<file path="src/rtl/logic_unit_pkg.sv">
// Shared op codes, op field width and pipeline state encoding for the logic unit.
package logic_unit_pkg;

  localparam int unsigned OP_W = 3;

  localparam logic [OP_W-1:0] OP_NOT  = 3'd0;
  localparam logic [OP_W-1:0] OP_AND  = 3'd1;
  localparam logic [OP_W-1:0] OP_OR   = 3'd2;
  localparam logic [OP_W-1:0] OP_XOR  = 3'd3;
  localparam logic [OP_W-1:0] OP_NAND = 3'd4;
  localparam logic [OP_W-1:0] OP_NOR  = 3'd5;
  localparam logic [OP_W-1:0] OP_XNOR = 3'd6;
  localparam logic [OP_W-1:0] OP_PASS = 3'd7;

  // Encoding is {main_v, skid_v}; 2'b01 is illegal and never produced.
  typedef enum logic [1:0] {
    StEmpty = 2'b00,
    StOne   = 2'b10,
    StFull  = 2'b11
  } state_e;

endpackage

</file>
<file path="src/rtl/logic_unit_core.sv">
// Combinational bitwise logic over WIDTH bits; unknown op codes fall back to PASS.
module logic_unit_core
  import logic_unit_pkg::*;
#(
  parameter int unsigned WIDTH = 8
) (
  input  logic [OP_W-1:0]  op,
  input  logic [WIDTH-1:0] a,
  input  logic [WIDTH-1:0] b,
  output logic [WIDTH-1:0] result
);

  always_comb begin
    result = a;
    case (op)
      OP_NOT:  result = ~a;
      OP_AND:  result = a & b;
      OP_OR:   result = a | b;
      OP_XOR:  result = a ^ b;
      OP_NAND: result = ~(a & b);
      OP_NOR:  result = ~(a | b);
      OP_XNOR: result = ~(a ^ b);
      OP_PASS: result = a;
      default: result = a;
    endcase
  end

endmodule

</file>
<file path="src/rtl/logic_unit_pipe.sv">
// Registered logic unit with main + skid storage and valid/ready on both sides.
// Define LOGIC_UNIT_FLAGS_EN to add out_zero / out_parity aligned with out_data.
module logic_unit_pipe
  import logic_unit_pkg::*;
#(
  parameter int unsigned WIDTH = 8,
  parameter int unsigned CNT_W = 16
) (
  input  logic             clk,
  input  logic             rst_n,
  input  logic             in_valid,
  output logic             in_ready,
  input  logic [OP_W-1:0]  in_op,
  input  logic [WIDTH-1:0] in_a,
  input  logic [WIDTH-1:0] in_b,
  output logic             out_valid,
  input  logic             out_ready,
  output logic [WIDTH-1:0] out_data,
`ifdef LOGIC_UNIT_FLAGS_EN
  output logic             out_zero,
  output logic             out_parity,
`endif
  output logic [CNT_W-1:0] txn_count
);

`ifdef LOGIC_UNIT_FLAGS_EN
  localparam int unsigned EntW = WIDTH + 2;
`else
  localparam int unsigned EntW = WIDTH;
`endif

  state_e           state_q;
  logic [EntW-1:0]  main_q;
  logic [EntW-1:0]  skid_q;
  logic [EntW-1:0]  new_entry;
  logic [WIDTH-1:0] result;
  logic             in_ready_q;
  logic [CNT_W-1:0] txn_count_q;
  logic             accept;
  logic             emit;

  logic_unit_core #(
    .WIDTH (WIDTH)
  ) u_core (
    .op     (in_op),
    .a      (in_a),
    .b      (in_b),
    .result (result)
  );

`ifdef LOGIC_UNIT_FLAGS_EN
  assign new_entry  = {^result, ~|result, result};
  assign out_parity = main_q[WIDTH+1];
  assign out_zero   = main_q[WIDTH];
`else
  assign new_entry = result;
`endif

  assign out_valid = state_q[1];
  assign out_data  = main_q[WIDTH-1:0];
  assign in_ready  = in_ready_q;
  assign txn_count = txn_count_q;
  assign accept    = in_valid && in_ready_q;
  assign emit      = out_valid && out_ready;

  always_ff @(posedge clk or negedge rst_n) begin
    if (!rst_n) begin
      state_q     <= StEmpty;
      main_q      <= '0;
      skid_q      <= '0;
      in_ready_q  <= 1'b0;
      txn_count_q <= '0;
    end else begin
      if (emit && (txn_count_q != '1)) begin
        txn_count_q <= txn_count_q + CNT_W'(1);
      end
      // in_ready_q tracks !skid_v of the next state; only a full skid clears it.
      in_ready_q <= 1'b1;
      case (state_q)
        StEmpty: begin
          if (accept) begin
            main_q  <= new_entry;
            state_q <= StOne;
          end
        end
        StOne: begin
          if (accept && emit) begin
            main_q <= new_entry;
          end else if (accept) begin
            skid_q     <= new_entry;
            state_q    <= StFull;
            in_ready_q <= 1'b0;
          end else if (emit) begin
            state_q <= StEmpty;
          end
        end
        StFull: begin
          if (emit) begin
            main_q  <= skid_q;
            state_q <= StOne;
          end else begin
            in_ready_q <= 1'b0;
          end
        end
        default: state_q <= StEmpty;
      endcase
    end
  end

endmodule

</file>
<file path="config.mk">
export PLATFORM = sky130hd
export DESIGN_NAME = logic_unit_pipe
export DESIGN_NICKNAME = d
export VERILOG_FILES = /design/src/rtl/logic_unit_pkg.sv /design/src/rtl/logic_unit_core.sv /design/src/rtl/logic_unit_pipe.sv
export SDC_FILE = /design/constraint.sdc
export NUM_CORES = 1
export LEC_CHECK = 0
export CORE_MARGIN = 1.5
export CORE_UTILIZATION = 34
export DETAILED_ROUTE_END_ITERATION = 10
export MAX_ROUTING_LAYER = met4
export PLACE_DENSITY = 0.55
export SETUP_SLACK_MARGIN = 0.1
export SYNTH_ARGS = -nofsm -noshare
export SYNTH_HDL_FRONTEND = slang
export SYNTH_SLANG_ARGS = --single-unit
export TNS_END_PERCENT = 30
</file>
<file path="constraint.sdc">
create_clock -name clk -period 1.95 [get_ports clk]
set_input_delay 0.195 -clock clk [delete_from_list [all_inputs] [get_ports clk]]
set_output_delay 0.195 -clock clk [all_outputs]
set_load 0.005 [all_outputs]
</file>
Yosys cells after proc, flatten, opt, wreduce, memory -nomap -nowiden
Cells that the tools add are included.
- output and inout bits: 26
- register bits: 35
- memory bits (writable): 0
- input bits: 23
- memories: 0
- bits in latches: 0
- bits in read-only memories: 0
- multipliers: 0
- bitwise gates (word level): 8
- divide/modulo/power cells: 0
- muxes and demuxes: 15
- eq/ne operators: 15
- magnitude comparators: 0
- reductions and logical operators: 10
- $add $sub $neg: 1
- shifts and indexed selects: 0
- operator list (operator ; count):
    case mux 8 bit (8 select lines) ; 1
    NOT 8 bit ; 4
    2-to-1 mux 8 bit ; 3
    case mux 8 bit (3 select lines) ; 1
    adder 16 x 1 -> 16 bit, second input constant ; 1
    != test 16 bit, second input constant ; 1
    == test 3 bit, second input constant ; 4
    2-to-1 mux 2 bit ; 5
    bitwise AND 8 bit ; 1
    != test 2 bit, second input constant ; 4
    bitwise OR 8 bit ; 1
    AND reduction 4 bit ; 2
    bitwise XOR 8 bit ; 1
    == test 3 x 2 -> 1 bit, second input constant ; 2
    case mux 2 bit (3 select lines) ; 1
    == test 2 bit, second input constant ; 2
    logical AND 1 bit ; 4
    == test 3 x 1 -> 1 bit, second input constant ; 1
    zero test 3 bit ; 1
    2-to-1 mux 1 bit ; 3
    != test 3 bit, second input constant ; 1
    AND reduction 3 bit ; 1
    nonzero test 3 bit ; 1
    zero test 2 bit ; 1
    other kinds (2) ; 2

Depth between registers and ports, before layout
Gate-level depths: netlist of run 1.
- word-level depth: 5
- gate-level depth with buffers: 8
- depth with buffers taken out: 7

Hierarchy
A second synthesis of run 1 with hierarchy kept.
- cell total of the unflattened synthesis: 267
- area, all modules: 2605.0 um^2
- by module, submodules not included (module ; seq. area each (um^2) ; times used ; area each (um^2) ; cells each):
    logic_unit_pipe ; 875.8 ; 1 ; 1761.7 ; 144
    logic_unit_core ; 0.0 ; 1 ; 843.3 ; 123

Worst setup path before layout of run 1
Ideal clock, no wire load.
- path type: reg-to-reg
- start: reg state_q[1]
- end: reg main_q[0] (netlist: out_data[0])
- arrival: 1535 ps
- stages on the path, launching flop included: 7
- required time: 1824 ps
- path slack: 289 ps
- library setup time: 126 ps
- cell sequence: dfrtp_1 inv_1 ha_1 o22ai_1 nand3_1 buf_2 a221o_1
- word-level cells in the longest chain between the ends: 4
- elaborated cells between the ends (all ways): 11
- ends and longest elaborated chain (element ; line ; source):
    start: declaration ; logic_unit_pipe.sv:32 ; state_e state_q;
    start signal: assignment ; logic_unit_pipe.sv:68 ; state_q <= StEmpty;
    start signal: assignment ; logic_unit_pipe.sv:83 ; state_q <= StOne;
    start signal: assignment ; logic_unit_pipe.sv:91 ; state_q <= StFull;
    logical AND 1 bit ; logic_unit_pipe.sv:64 ; assign emit = out_valid && out_ready;
    logical AND 1 bit ; logic_unit_pipe.sv:87 ; if (accept && emit) begin
    != test 2 bit (no line) ; - ;
    AND reduction 4 bit (no line) ; - ;
    end signal: assignment ; logic_unit_pipe.sv:82 ; main_q <= new_entry;
    end signal: assignment ; logic_unit_pipe.sv:88 ; main_q <= new_entry;
    end signal: assignment ; logic_unit_pipe.sv:99 ; main_q <= skid_q;
    end: declaration ; logic_unit_pipe.sv:33 ; logic [EntW-1:0] main_q;
Parallel ways exist; a longest one is shown, timed or not.
A chain may end at the register's enable or synchronous reset.

Final worst setup path of run 1
- start: in in_a[7]
- end: reg main_q[7] (netlist: out_data[7])
- word-level cells in the longest chain between the ends: 5
- elaborated cells between the ends (all ways): 11
- ends and longest elaborated chain (element ; line ; source):
    start: declaration ; logic_unit_pipe.sv:14 ; input logic [WIDTH-1:0] in_a,
    bitwise XOR 8 bit, or another cell as far along ; logic_unit_core.sv:19, logic_unit_core.sv:22 ;
    NOT 8 bit, on equally long branches ; logic_unit_core.sv:22, logic_unit_core.sv:20, logic_unit_core.sv:21 ;
    case mux 8 bit (8 select lines) * ; logic_unit_core.sv:15 ; case (op)
    2-to-1 mux 8 bit, on equally long branches ; logic_unit_pipe.sv:87, logic_unit_pipe.sv:81 ;
    case mux 8 bit (3 select lines) * ; logic_unit_pipe.sv:79 ; case (state_q)
Mark *: on every way between the ends. The rest lies on a longest branch, timed or not. The select of a mux whose other input is x is not followed.

==> results.yml, run 1 <==
detailed_routing:
  drtIter0Drc: 120
  drc: 0
  via_per_inst: 4.91
  vias: 2269
  final_antenna_net_count: 0
  firstDrtPassIters: 4
  wl_per_cell_um: 12.3
  wl_um: 5670
critical_path:
  crit_path_cell_trace: "clkdlybuf4s50_1, inv_1, ha_1, and4b_1, a211o_1, o21ai_1, a221oi_1, a21o_1"
  required_ns: 2.12
  setup.worst_path.start_class: "input pin"
  critPathTopFamily: "compound AO/OA/AOI/OAI gates"
  rrSetupSlack_ns: 0.19
  critPathMaxStageDelay_ns: 0.49
  critPathArrivalTime_ns: 1.99
  slowest_stage: "clkdlybuf4s50_1"
  worst_setup_path_end_kind: "flip-flop"
  critPathBufInv: 2
  critical_path_class: "in2reg"
  crit_fanout: 3
logic_synthesis:
  synthFlopType: "dfrtp_1"
  synth_area_leaders: "dfrtp_1 (34%), ha_1 (10%), nand2_1 (5.4%)"
  synth_edf_count: 0
  yosysSeqAreaShare_pct: 33.9
  syn_avg_cell_area_um2: 8.91
  ys_ff_latch: 35
  netlist.area_leader.share_pct: 33.9
  synth_area_um2: 2580
  ys_async_sr_fraction_pct: 100
  synth_top_cell_by_area: "dfrtp_1"
  syn_nets: 334
  ys_warn_count: 0
  synth_cell_types: 54
  syn_inst: 290
die:
  io_pins: 49
  die_y_um: 90.2
  start_util_pct: 35.4
  die_w_um: 90.2
  core-area_um2: 7290
  die_area_um2: 8130
  rows: 31
final_layout:
  num_antenna_cells: 0
  area_delta_synth_final_pct: 34.3
  fillCellCount: 730
  register_area_um2: 876
  num-nets-final: 406
  stdcell_count: 462
  multi_input_area_um2: 1550
  drive_gt1_share_pct: 15.2
place:
  dp.cells: 454
  port_buffers: 48
  pre_cts_slack_ns: -0.244
  gp_congestion: 0.798
  place_hpwl_um: 4300
power:
  p_sw_w: 0.00116
  p_sw_share_pct: 35.1
  internal_power_w: 0.00215
  pwr-share-seq_pct: 35.6
  pwr_density_cell_nw_per_um2: 955
  combPwrFrac_pct: 49.2
  power.leakage_nw: 1.62
  ir_worst_vdd_uv: 560
  clock_power_share_pct: 15.2
global_route:
  grt_max_degree: 36
  grt_first_pass_wirelength_um: 10000
  antenna_found_initial: 0
  grt_pass1_vias: 2199
  grt.total_usage_pct: 15.1
  globalRouteOverflowTotal: 0
sta:
  finalSetupViolCount: 0
  hold_viol_final: 0
  relSlewSlack_pct: 68.8
  worstMarginPinSlew_ns: 0.461
  fin_ws_ns: 0.128
  finalCriticalPeriod_ns: 1.82
  report.final.slew_viol_count: 0
  fin_crit_sh_pct: 93.4
  grt_setup_unrepaired: "yes"
  clock_skew_ns: 0.00779
  max_freq_mhz: 549
  setup-tns-final_ns: 0
cts:
  cts_tree: "built"
  clk_latency_ns: 0.28
  clockBufferDepth: 2
  cts_buffers: 5
  path_clk_slew_ns: 0.07
  clock-sinks: 35
  root_buffer: "clkbuf_8"
  post-cts-setup-buffer-count: 0
  cts-htree-levels: 2
outcome:
  status: "finished clean"
min_path:
  hp-class: "in2async"
job:
  drv_cap: 0
==> flip-flops by register name, indices dropped and copies added, names as in the netlist <==
register,flops
in_ready,1
out_data,8
state_q,2
skid_q,8
txn_count,16
==> metrics by stage <==
stage	cell area [um2]	hold slack (ns)	total power [W]	util [%]
floorplan	2580	-0.101	0.00209	-
global placement	3360	0.455	0.00282	46.1
detailed placement	3360	0.464	0.00283	46.1
CTS	3450	0.343	0.00336	47.3
global route	3470	0.373	0.00363	47.6
finish	3470	0.328	0.00332	47.6
==> Yosys cell counts (7+ instances only) <==
cell	count
a211o_1	8
a21oi_1	7
buf_2	7
dfrtp_1	35
ha_1	21
inv_1	23
mux2i_1	10
nand2_1	37
nand3_1	8
nor2_1	17
o21ai_0	13
xnor2_1	7
xor2_1	7
==> placed cells by master (no fill, tap or decap), types with 4 or more instances in the layout <==
cell type and count:
mux2_2 6, buf_4 31, nand2b_1 4, xor2_1 7, nand4_1 6, a31oi_1 5
nand3_1 8, clkdlybuf4s50_1 46, o211ai_1 5, clkbuf_8 5, a211o_1 8, dfrtp_1 35
o21ai_0 13, ha_1 19, nand2_1 37, nor2_1 17, inv_1 23, xnor2_1 7
nor3_1 4, a21oi_1 7, nor3b_1 4, mux2i_1 10
==> layer usage <==
layer / wire, um / track usage, % / up-vias
li1: - / - / 1178
met1: 2810 / 19.4 / 1055
met2: 2640 / 24.7 / 34
met3: 198 / 3.30 / 2
met4: 17 / 2.38 / 0
met5: 0 / - / -
==> power by group through the flow <==
| stage | registers [W] | clock network, W | logic (W) |
|---|---|---|---|
| after floorplan | 0.00118 | 0 | 0.000916 |
| after global placement | 0.00119 | 0 | 0.00163 |
| after detailed placement | 0.00119 | 0 | 0.00164 |
| after CTS | 0.00118 | 0.000529 | 0.00165 |
| after global routing | 0.00122 | 0.000564 | 0.00184 |
| final | 0.00118 | 0.000504 | 0.00163 |
==> what timing repair did <==
action	in CTS	in global routing
hold buffers	0	0
cloned	0	0
pin swaps	2	1
resized for setup	1	6
endpoints found under the setup margin	2	19
==> kinds of logic after synthesis <==
group	count (synthesis)	share of synthesized area [%]
simple gates	98	18.9
compound gates	66	18.1
buf+inv	39	7.17
flops	35	33.9
fa+ha+maj	21	10.2
mux	17	7.07
xor+xnor	14	4.75
==> final cells by class <==
type | count | share of cell area [%]
well taps | 99 | 3.57
inverters | 23 | 2.49
clock inverters | 2 | 0.360
repair buffers | 81 | 21.7
clock buffers | 6 | 2.09
multi-input cells | 216 | 44.5
flip-flops and latches | 35 | 25.2
==> path summary, 6_finish.rpt <==
path,cells after the start,endpoint,startpoint
setup / recovery,8,out_data[7],in_a[7]
hold / removal,2,state_q[0],rst_n
setup reg to reg,7,out_data[7],state_q[1]
hold reg to reg,1,out_data[7],out_data[7]
max in group asynchronous,2,in_ready,rst_n
min in group clk,1,out_data[7],out_data[7]
Power figures use the tool's default switching activity.
==> run 2, diff against run 1 <==
SKIP_LAST_GASP = 1   (was unset)
==> results of run 2 <==
Same layout as run 1: the final DEF is identical, and so are final timing and power.
